<file path="src/rtl/pc_branch_seq_pkg.sv">
// rtl/pc_branch_seq_pkg.sv - shared types and constants for the PC branch sequencer
//    State encoding, branch-condition opcodes and default field widths used by
//    pc_branch_seq and pc_target_adder.
package pc_branch_seq_pkg;

   typedef enum logic [1:0] {
      ST_IDLE     = 2'd0,
      ST_WAIT_CON = 2'd1,
      ST_RESOLVE  = 2'd2
   } state_e;

   // Branch opcodes and the condition codes carried in the instruction.
   localparam logic [4:0] OP_BR     = 5'd8;
   localparam logic [4:0] OP_BRL    = 5'd9;
   localparam logic [2:0] COND_BRZR = 3'd2;
   localparam logic [2:0] COND_BRNZ = 3'd3;
   localparam logic [2:0] COND_BRPL = 3'd4;
   localparam logic [2:0] COND_BRMI = 3'd5;

   // Default width of the C (offset) field and of the condition wait counter.
   localparam int C_W_DEFAULT = 19;
   localparam int CNT_W       = 3;

endpackage

</file>
<file path="src/rtl/pc_target_adder.sv">
// rtl/pc_target_adder.sv - combinational PC + sign-extended branch offset
//    pc_in  : current PC
//    off_in : C field, C_W bits, two's complement
//    tgt_out: pc_in + sext(off_in), modulo 2^32
module pc_target_adder
   import pc_branch_seq_pkg::*;
#(
   parameter int C_W = C_W_DEFAULT
) (
   input  logic [31:0]    pc_in,
   input  logic [C_W-1:0] off_in,
   output logic [31:0]    tgt_out
);

   logic [31:0] off_sext;

   assign off_sext = {{(32-C_W){off_in[C_W-1]}}, off_in};
   assign tgt_out  = pc_in + off_sext;

endmodule

</file>
<file path="src/rtl/pc_branch_seq.sv">
// rtl/pc_branch_seq.sv - program-counter sequencer: increment, branch, jr, jal
//    Inputs : clk, clr_n (async active-low), inst (C field in low C_W bits),
//             bus_in (jr/jal target), con_in (registered condition),
//             pc_inc / br_req / jr_req / jal_req requests.
//    Outputs: pc_out, ra_out, ra_we strobe, busy, br_taken / br_done strobes.
//    Macro PC_BR_STATS_EN adds saturating br_cnt and taken_cnt outputs.
module pc_branch_seq
   import pc_branch_seq_pkg::*;
#(
   parameter logic [31:0] RESET_PC = 32'h0000_0000,
   parameter int          CON_LAT  = 2,
   parameter int          C_W      = C_W_DEFAULT
) (
   input  logic        clk,
   input  logic        clr_n,
   input  logic [31:0] inst,
   input  logic [31:0] bus_in,
   input  logic        con_in,
   input  logic        pc_inc,
   input  logic        br_req,
   input  logic        jr_req,
   input  logic        jal_req,
   output logic [31:0] pc_out,
   output logic [31:0] ra_out,
   output logic        ra_we,
   output logic        busy,
   output logic        br_taken,
   output logic        br_done
`ifdef PC_BR_STATS_EN
   ,
   output logic [15:0] br_cnt,
   output logic [15:0] taken_cnt
`endif
);

   // Counter preload so that RESOLVE is reached CON_LAT edges after acceptance.
   localparam logic [CNT_W-1:0] CNT_INIT = CNT_W'(CON_LAT - 1);

   state_e            state_q, state_d;
   logic [CNT_W-1:0]  cnt_q, cnt_d;
   logic [31:0]       pc_q, pc_d;
   logic [31:0]       ra_q, ra_d;
   logic [31:0]       tgt_q, tgt_d;
   logic              ra_we_q, ra_we_d;
   logic              taken_q, taken_d;
   logic              done_q, done_d;
   logic [31:0]       tgt_calc;

   // Opcode and register fields above the C field are decoded elsewhere.
   logic unused_inst_hi;
   assign unused_inst_hi = ^inst[31:C_W];

   pc_target_adder #(.C_W(C_W)) u_tgt (
      .pc_in   (pc_q),
      .off_in  (inst[C_W-1:0]),
      .tgt_out (tgt_calc)
   );

   always_comb begin
      state_d = state_q;
      cnt_d   = cnt_q;
      pc_d    = pc_q;
      ra_d    = ra_q;
      tgt_d   = tgt_q;
      ra_we_d = 1'b0;
      taken_d = 1'b0;
      done_d  = 1'b0;
      case (state_q)
         ST_IDLE: begin
            // Fixed priority; lower-priority requests in the same cycle are dropped.
            if (jal_req) begin
               ra_d    = pc_q;
               pc_d    = bus_in;
               ra_we_d = 1'b1;
            end else if (jr_req) begin
               pc_d = bus_in;
            end else if (br_req) begin
               // Target captured now so later IR changes cannot disturb it.
               tgt_d   = tgt_calc;
               cnt_d   = CNT_INIT;
               state_d = ST_WAIT_CON;
            end else if (pc_inc) begin
               pc_d = pc_q + 32'd1;
            end
         end
         ST_WAIT_CON: begin
            if (cnt_q == '0) begin
               state_d = ST_RESOLVE;
            end else begin
               cnt_d = cnt_q - 1'b1;
            end
         end
         ST_RESOLVE: begin
            if (con_in) begin
               pc_d    = tgt_q;
               taken_d = 1'b1;
            end
            done_d  = 1'b1;
            state_d = ST_IDLE;
         end
         default: state_d = ST_IDLE;
      endcase
   end

   always_ff @(posedge clk or negedge clr_n) begin
      if (!clr_n) begin
         state_q <= ST_IDLE;
         cnt_q   <= '0;
         pc_q    <= RESET_PC;
         ra_q    <= '0;
         tgt_q   <= '0;
         ra_we_q <= 1'b0;
         taken_q <= 1'b0;
         done_q  <= 1'b0;
      end else begin
         state_q <= state_d;
         cnt_q   <= cnt_d;
         pc_q    <= pc_d;
         ra_q    <= ra_d;
         tgt_q   <= tgt_d;
         ra_we_q <= ra_we_d;
         taken_q <= taken_d;
         done_q  <= done_d;
      end
   end

   assign pc_out   = pc_q;
   assign ra_out   = ra_q;
   assign ra_we    = ra_we_q;
   assign busy     = (state_q != ST_IDLE);
   assign br_taken = taken_q;
   assign br_done  = done_q;

`ifdef PC_BR_STATS_EN
   logic [15:0] br_cnt_q, br_cnt_d;
   logic [15:0] taken_cnt_q, taken_cnt_d;

   always_comb begin
      br_cnt_d    = br_cnt_q;
      taken_cnt_d = taken_cnt_q;
      if (done_q && (br_cnt_q != 16'hFFFF)) br_cnt_d = br_cnt_q + 16'd1;
      if (taken_q && (taken_cnt_q != 16'hFFFF)) taken_cnt_d = taken_cnt_q + 16'd1;
   end

   always_ff @(posedge clk or negedge clr_n) begin
      if (!clr_n) begin
         br_cnt_q    <= '0;
         taken_cnt_q <= '0;
      end else begin
         br_cnt_q    <= br_cnt_d;
         taken_cnt_q <= taken_cnt_d;
      end
   end

   assign br_cnt    = br_cnt_q;
   assign taken_cnt = taken_cnt_q;
`endif

endmodule

</file>
<file path="config.mk">
export PLATFORM = sky130hd
export DESIGN_NAME = pc_branch_seq
export DESIGN_NICKNAME = d
export VERILOG_FILES = /design/src/rtl/pc_branch_seq_pkg.sv /design/src/rtl/pc_target_adder.sv /design/src/rtl/pc_branch_seq.sv
export SDC_FILE = /design/constraint.sdc
export NUM_CORES = 1
export LEC_CHECK = 0
export BUFFER_PORTS_ARGS = -buffer_cell sky130_fd_sc_hd__buf_2
export CELL_PAD_IN_SITES_DETAIL_PLACEMENT = 0
export CELL_PAD_IN_SITES_GLOBAL_PLACEMENT = 1
export CORE_MARGIN = 2
export CORE_UTILIZATION = 45
export DETAILED_ROUTE_END_ITERATION = 10
export PLACE_DENSITY_LB_ADDON = 0.1
export REMOVE_ABC_BUFFERS = 1
export SLEW_MARGIN = 0
export SYNTH_ARGS = -nofsm -noshare
export SYNTH_HDL_FRONTEND = slang
export SYNTH_SLANG_ARGS = --single-unit
</file>
<file path="constraint.sdc">
create_clock -name clk -period 5.5 [get_ports clk]
set_clock_uncertainty 0.1 [all_clocks]
set_input_delay 1.1 -clock clk [delete_from_list [all_inputs] [get_ports clk]]
set_output_delay 1.1 -clock clk [all_outputs]
set_load 0.1 [all_outputs]
</file>
## After elaboration in Yosys (flattened, before gate mapping)

Cells that the tools add are included.
W data, S select, Z words.

- $add $sub $neg: 3
- Equal/unequal tests: 10
- Mux-type cells: 21
- Bitwise gates (word level): 2
- Reduce and logical (&&, ||, !) cells: 10

Operators with widths:

| operator | number |
|---|---|
| $mux W32 | 5 |
| $pmux W32 S2 | 1 |
| $add A32 B1 Y32 const B | 1 |
| $add A32 B32 Y32 | 1 |
| $mux W3 | 4 |
| $ne A2 B2 Y1 const B | 6 |
| $reduce_and A4 Y1 | 3 |
| $mux W2 | 4 |
| $ne A4 B4 Y1 const B | 2 |
| $pmux W3 S2 | 1 |
| $reduce_bool A2 Y1 | 3 |
| $mux W1 | 5 |
| $reduce_and A5 Y1 | 1 |
| $pmux W2 S2 | 1 |
| $logic_not A3 Y1 | 1 |
| $sub A3 B1 Y3 const B | 1 |
| $eq A2 B1 Y1 const B | 1 |
| $eq A2 B2 Y1 const B | 1 |
| $logic_not A2 Y1 | 1 |
| $not A1 Y1 | 2 |
| $reduce_and A2 Y1 | 1 |

- Bits in registers: 104
- Input bits: 71
- Output and inout bits: 68
- Logic and storage cells: 54

## Longest topological paths before layout

- Depth in word-level cells: 6
- Mapped depth: 10
- Mapped depth without buffers: 10

## Cells and area by module

A second synthesis with hierarchy kept.

- Cell total of the unflattened synthesis: 756
- Area total of the unflattened synthesis: 7001.7 um^2

By module, submodules not included:

| module | times used | cells an instance | area an instance (um^2) | seq. area each (um^2) |
|---|---|---|---|---|
| pc_branch_seq | 1 | 515 | 5257.5 | 2602.5 |
| pc_target_adder | 1 | 241 | 1744.2 | 0.0 |

## Least setup slack after synthesis

Ideal clock, no wire load.

- Path type: input port to flip-flop
- Start: input inst[0]
- End: register tgt_q[22]
- Library setup time: 125 ps
- Data arrival time: 3336 ps
- Required time: 5275 ps
- Slack: 1940 ps
- Cell stages on the path: 10
- Buffers on the path: 0
- Path through: ha_1 > fa_1 > a21o_1 > a221oi_2 > nor2_2 > o41ai_4 > o31a_4 > o21ai_2 > xor2_1 > mux2_2

- Cells in the longest elaborated chain, start to end: 1

Ends and longest elaborated chain:

| element | RTL line | RTL |
|---|---|---|
| from (decl) | pc_branch_seq.sv:16 | `input logic [31:0] inst,` |
| $add A32 B32 Y32 | pc_target_adder.sv:18 | `assign tgt_out = pc_in + off_sext;` |
| to (signal assigned) | pc_branch_seq.sv:120 | `tgt_q <= tgt_d;` |
| to (decl) | pc_branch_seq.sv:43 | `logic [31:0] tgt_q, tgt_d;` |

Every way passes these cells.
A chain may end at the register's enable or synchronous reset.

## Worst setup path in the final report

- Start: input inst[0]
- End: register tgt_q[28]

Same word-level chain as after synthesis.

==> flow_summary.json <==
{
  "start_kind": "input port",
  "worst_pin_slew_ns": 0.933,
  "syn_avg_cell_area_sq_um": 8.78,
  "first_pass_iters": 4,
  "hold_violations": 0,
  "route.detailed.drc": 0,
  "cts_tree": "done",
  "portBuffers": 125,
  "root_buffer": "clkbuf_16",
  "period_share_pct": 66.9,
  "core.rowCount": 44,
  "grt.total_usage_pct": 23.4,
  "yosysTopAreaCell": "dfrtp_1",
  "synthesis.area_sq_um": 6650,
  "cts_buffer_depth": 2,
  "clock_sinks": 104,
  "crit_type": "in2reg",
  "post_drt_via_cell_ratio": 5.64,
  "insertion_delay_ns": 0.36,
  "dpl.hpwl_mm": 12.7,
  "synth_cell_types": 55,
  "synth_enable_flop_cells": 0,
  "final.setup.tns_ns": 0,
  "synth_area_leaders": "dfrtp_1 (39%), ha_1 (6.4%), a21oi_1 (5.8%), mux2_2 (5.8%), nand2_1 (5.2%)",
  "r2r-start": "pc_out[0]",
  "rsz0062_at_grt": "no",
  "clk_pin_slew_ns": 0.07,
  "grt_pass1_wl_mm": 29.8,
  "holdWs_ns": 0.367,
  "multiInputGateArea_sq_um": 3820,
  "die-area_sq_um": 15800,
  "initial_core_util_pct": 46.0,
  "hp-start": "cnt_q[2]",
  "final_nets": 960,
  "arrival_ns": 3.79,
  "hold_buffers": 0,
  "core-area_sq_um": 14500,
  "setup_viol": 0,
  "clock.fmax_mhz": 272,
  "synth-seq-cells": 104,
  "grt-ovfl-total": 0,
  "netlist_top_cells_count": "dfrtp_1 (104), nand2_1 (92), a21oi_1 (77), o21ai_0 (65), nor2_1 (62)",
  "cp-end-kind": "flop",
  "yosysSeqAreaShare_pct": 39.1,
  "cts_resized": 0,
  "crit_start": "inst[0]",
  "antenna_found_initial": 1,
  "cts_made_buffers": 9,
  "first_global_vias": 5893,
  "synth_top_area_share_pct": 39.1,
  "synthFlopType": "dfrtp_1",
  "min_period_ns": 3.68,
  "synth_warnings": 0,
  "drt_iter0_drc": 281,
  "top_level_ports": 139,
  "maxSlewViolCount": 0,
  "drive_above_1_share_pct": 22.9,
  "routabilityCongestion": 0.868,
  "max_cap_violations": 0,
  "antenna_left": 0,
  "hold_class": "reg2reg",
  "htreeDepth": 3,
  "status": "finished clean",
  "grt_max_degree": 70,
  "synthMostInstantiatedCell": "dfrtp_1",
  "syn2layout_area_growth_pct": 15.3,
  "syn_inst": 758,
  "worstPathRequired_ns": 5.61,
  "fillers": 1406,
  "routed_wl_mm": 18.0,
  "worst-path-max-fanout": 3,
  "die_h_um": 126,
  "die_w_um": 126,
  "wl_per_cell_um": 17.2,
  "cts_setup_buffers": 0,
  "relSlewSlack_pct": 37.8,
  "async_flop_share_pct": 100,
  "seqCellArea_sq_um": 2600,
  "vias": 5890
}
-- registers in the layout (all words and copies together) (netlist names) --
name	flops
tgt_q	32
br_taken	1
ra_we	1
pc_out	32
ra_out	32
br_done	1
state_q	2
cnt_q	3
-- worst max-delay path, cell delays in order --
cell and delay [ns]:
buf_2 0.10, ha_1 0.23, fa_1 0.41, a21o_1 0.23, a221oi_2 0.40, nor4b_1 0.18, o211ai_1 0.32, nand4_1 0.22
a41oi_1 0.31, xor2_1 0.18, o21ai_0 0.10
-- metal layers --
| metal | global-route usage (%) | share of wire, % | wire, um | up-vias |
|---|---|---|---|---|
| li1 | - | - | - | 2912 |
| met4 | 7.78 | 1.6 | 285 | 0 |
| met2 | 40.2 | 50 | 8940 | 135 |
| met3 | 3.55 | 4.4 | 787 | 24 |
| met5 | 0 | 0 | 0 | - |
| met1 | 30.3 | 44 | 7990 | 2819 |
-- through the flow --
| stage | utilization, % | setup WS [ns] | instance area (sq um) | std cells |
|---|---|---|---|---|
| global placement | 51.0 | 1.50 | 7380 | 1027 |
| detailed placement | 51.0 | 1.51 | 7380 | 1027 |
| global route | 53.0 | 1.70 | 7670 | 1043 |
| floorplan | - | 0.254 | 6470 | 713 |
| finish | 53.0 | 1.82 | 7670 | 1044 |
| CTS | 53.0 | 1.88 | 7670 | 1043 |
-- final timing paths --
check                        endpoint  cells after the start  slack [ns]
setup / recovery            tgt_q[28]                     11        1.82
hold / removal             state_q[1]                      1        0.37
setup reg to reg            tgt_q[28]                     10        2.06
hold reg to reg            state_q[1]                      1        0.37
max in group asynchronous  pc_out[16]                      2        3.53
min in group asynchronous  ra_out[15]                      1        0.77
-- final cells by class --
cell class	instances	area share (%)
Clock inverter	4	0.342
Inverter	16	0.783
Sequential cell	104	33.9
Clock buffer	12	3.47
Timing Repair Buffer	130	8.67
Multi-Input combinational cell	593	49.8
Antenna cell	1	0.0326
Tap cell	184	3.00
-- placed cells by master (no fill, tap or decap), drive strengths merged, types with 3 or more instances in the layout --
cell and count:
nand4 17, nor2 65, clkbuf 12, and3 11
or3 5, o211ai 10, o221ai 3, clkinv 3
xnor2 15, a21o 15, xor2 37, a21oi 77
ha 34, buf 130, mux2 34, dfrtp 104
and4 4, o21ai 75, a41oi 3, nor3 9
a221oi 3, nand2 92, nand2b 3, a211oi 25
inv 16, and2 4, nand3 29
-- cell families (layout without fill, tap and decap cells) --
group / count (synthesis) / after routing / synth area share (%)
compound gates: 227 / 227 / 20.9
flops: 104 / 104 / 39.1
fa+ha+maj: 35 / 35 / 6.69
buf+inv: 61 / 162 / 3.59
other cells: 0 / 1 / 0
xor+xnor: 52 / 52 / 6.84
simple gates: 245 / 245 / 17.1
mux: 34 / 34 / 5.75
Power is not shown: default switching activity piles up to over one toggle a cycle in this logic, so the estimate is an artifact.
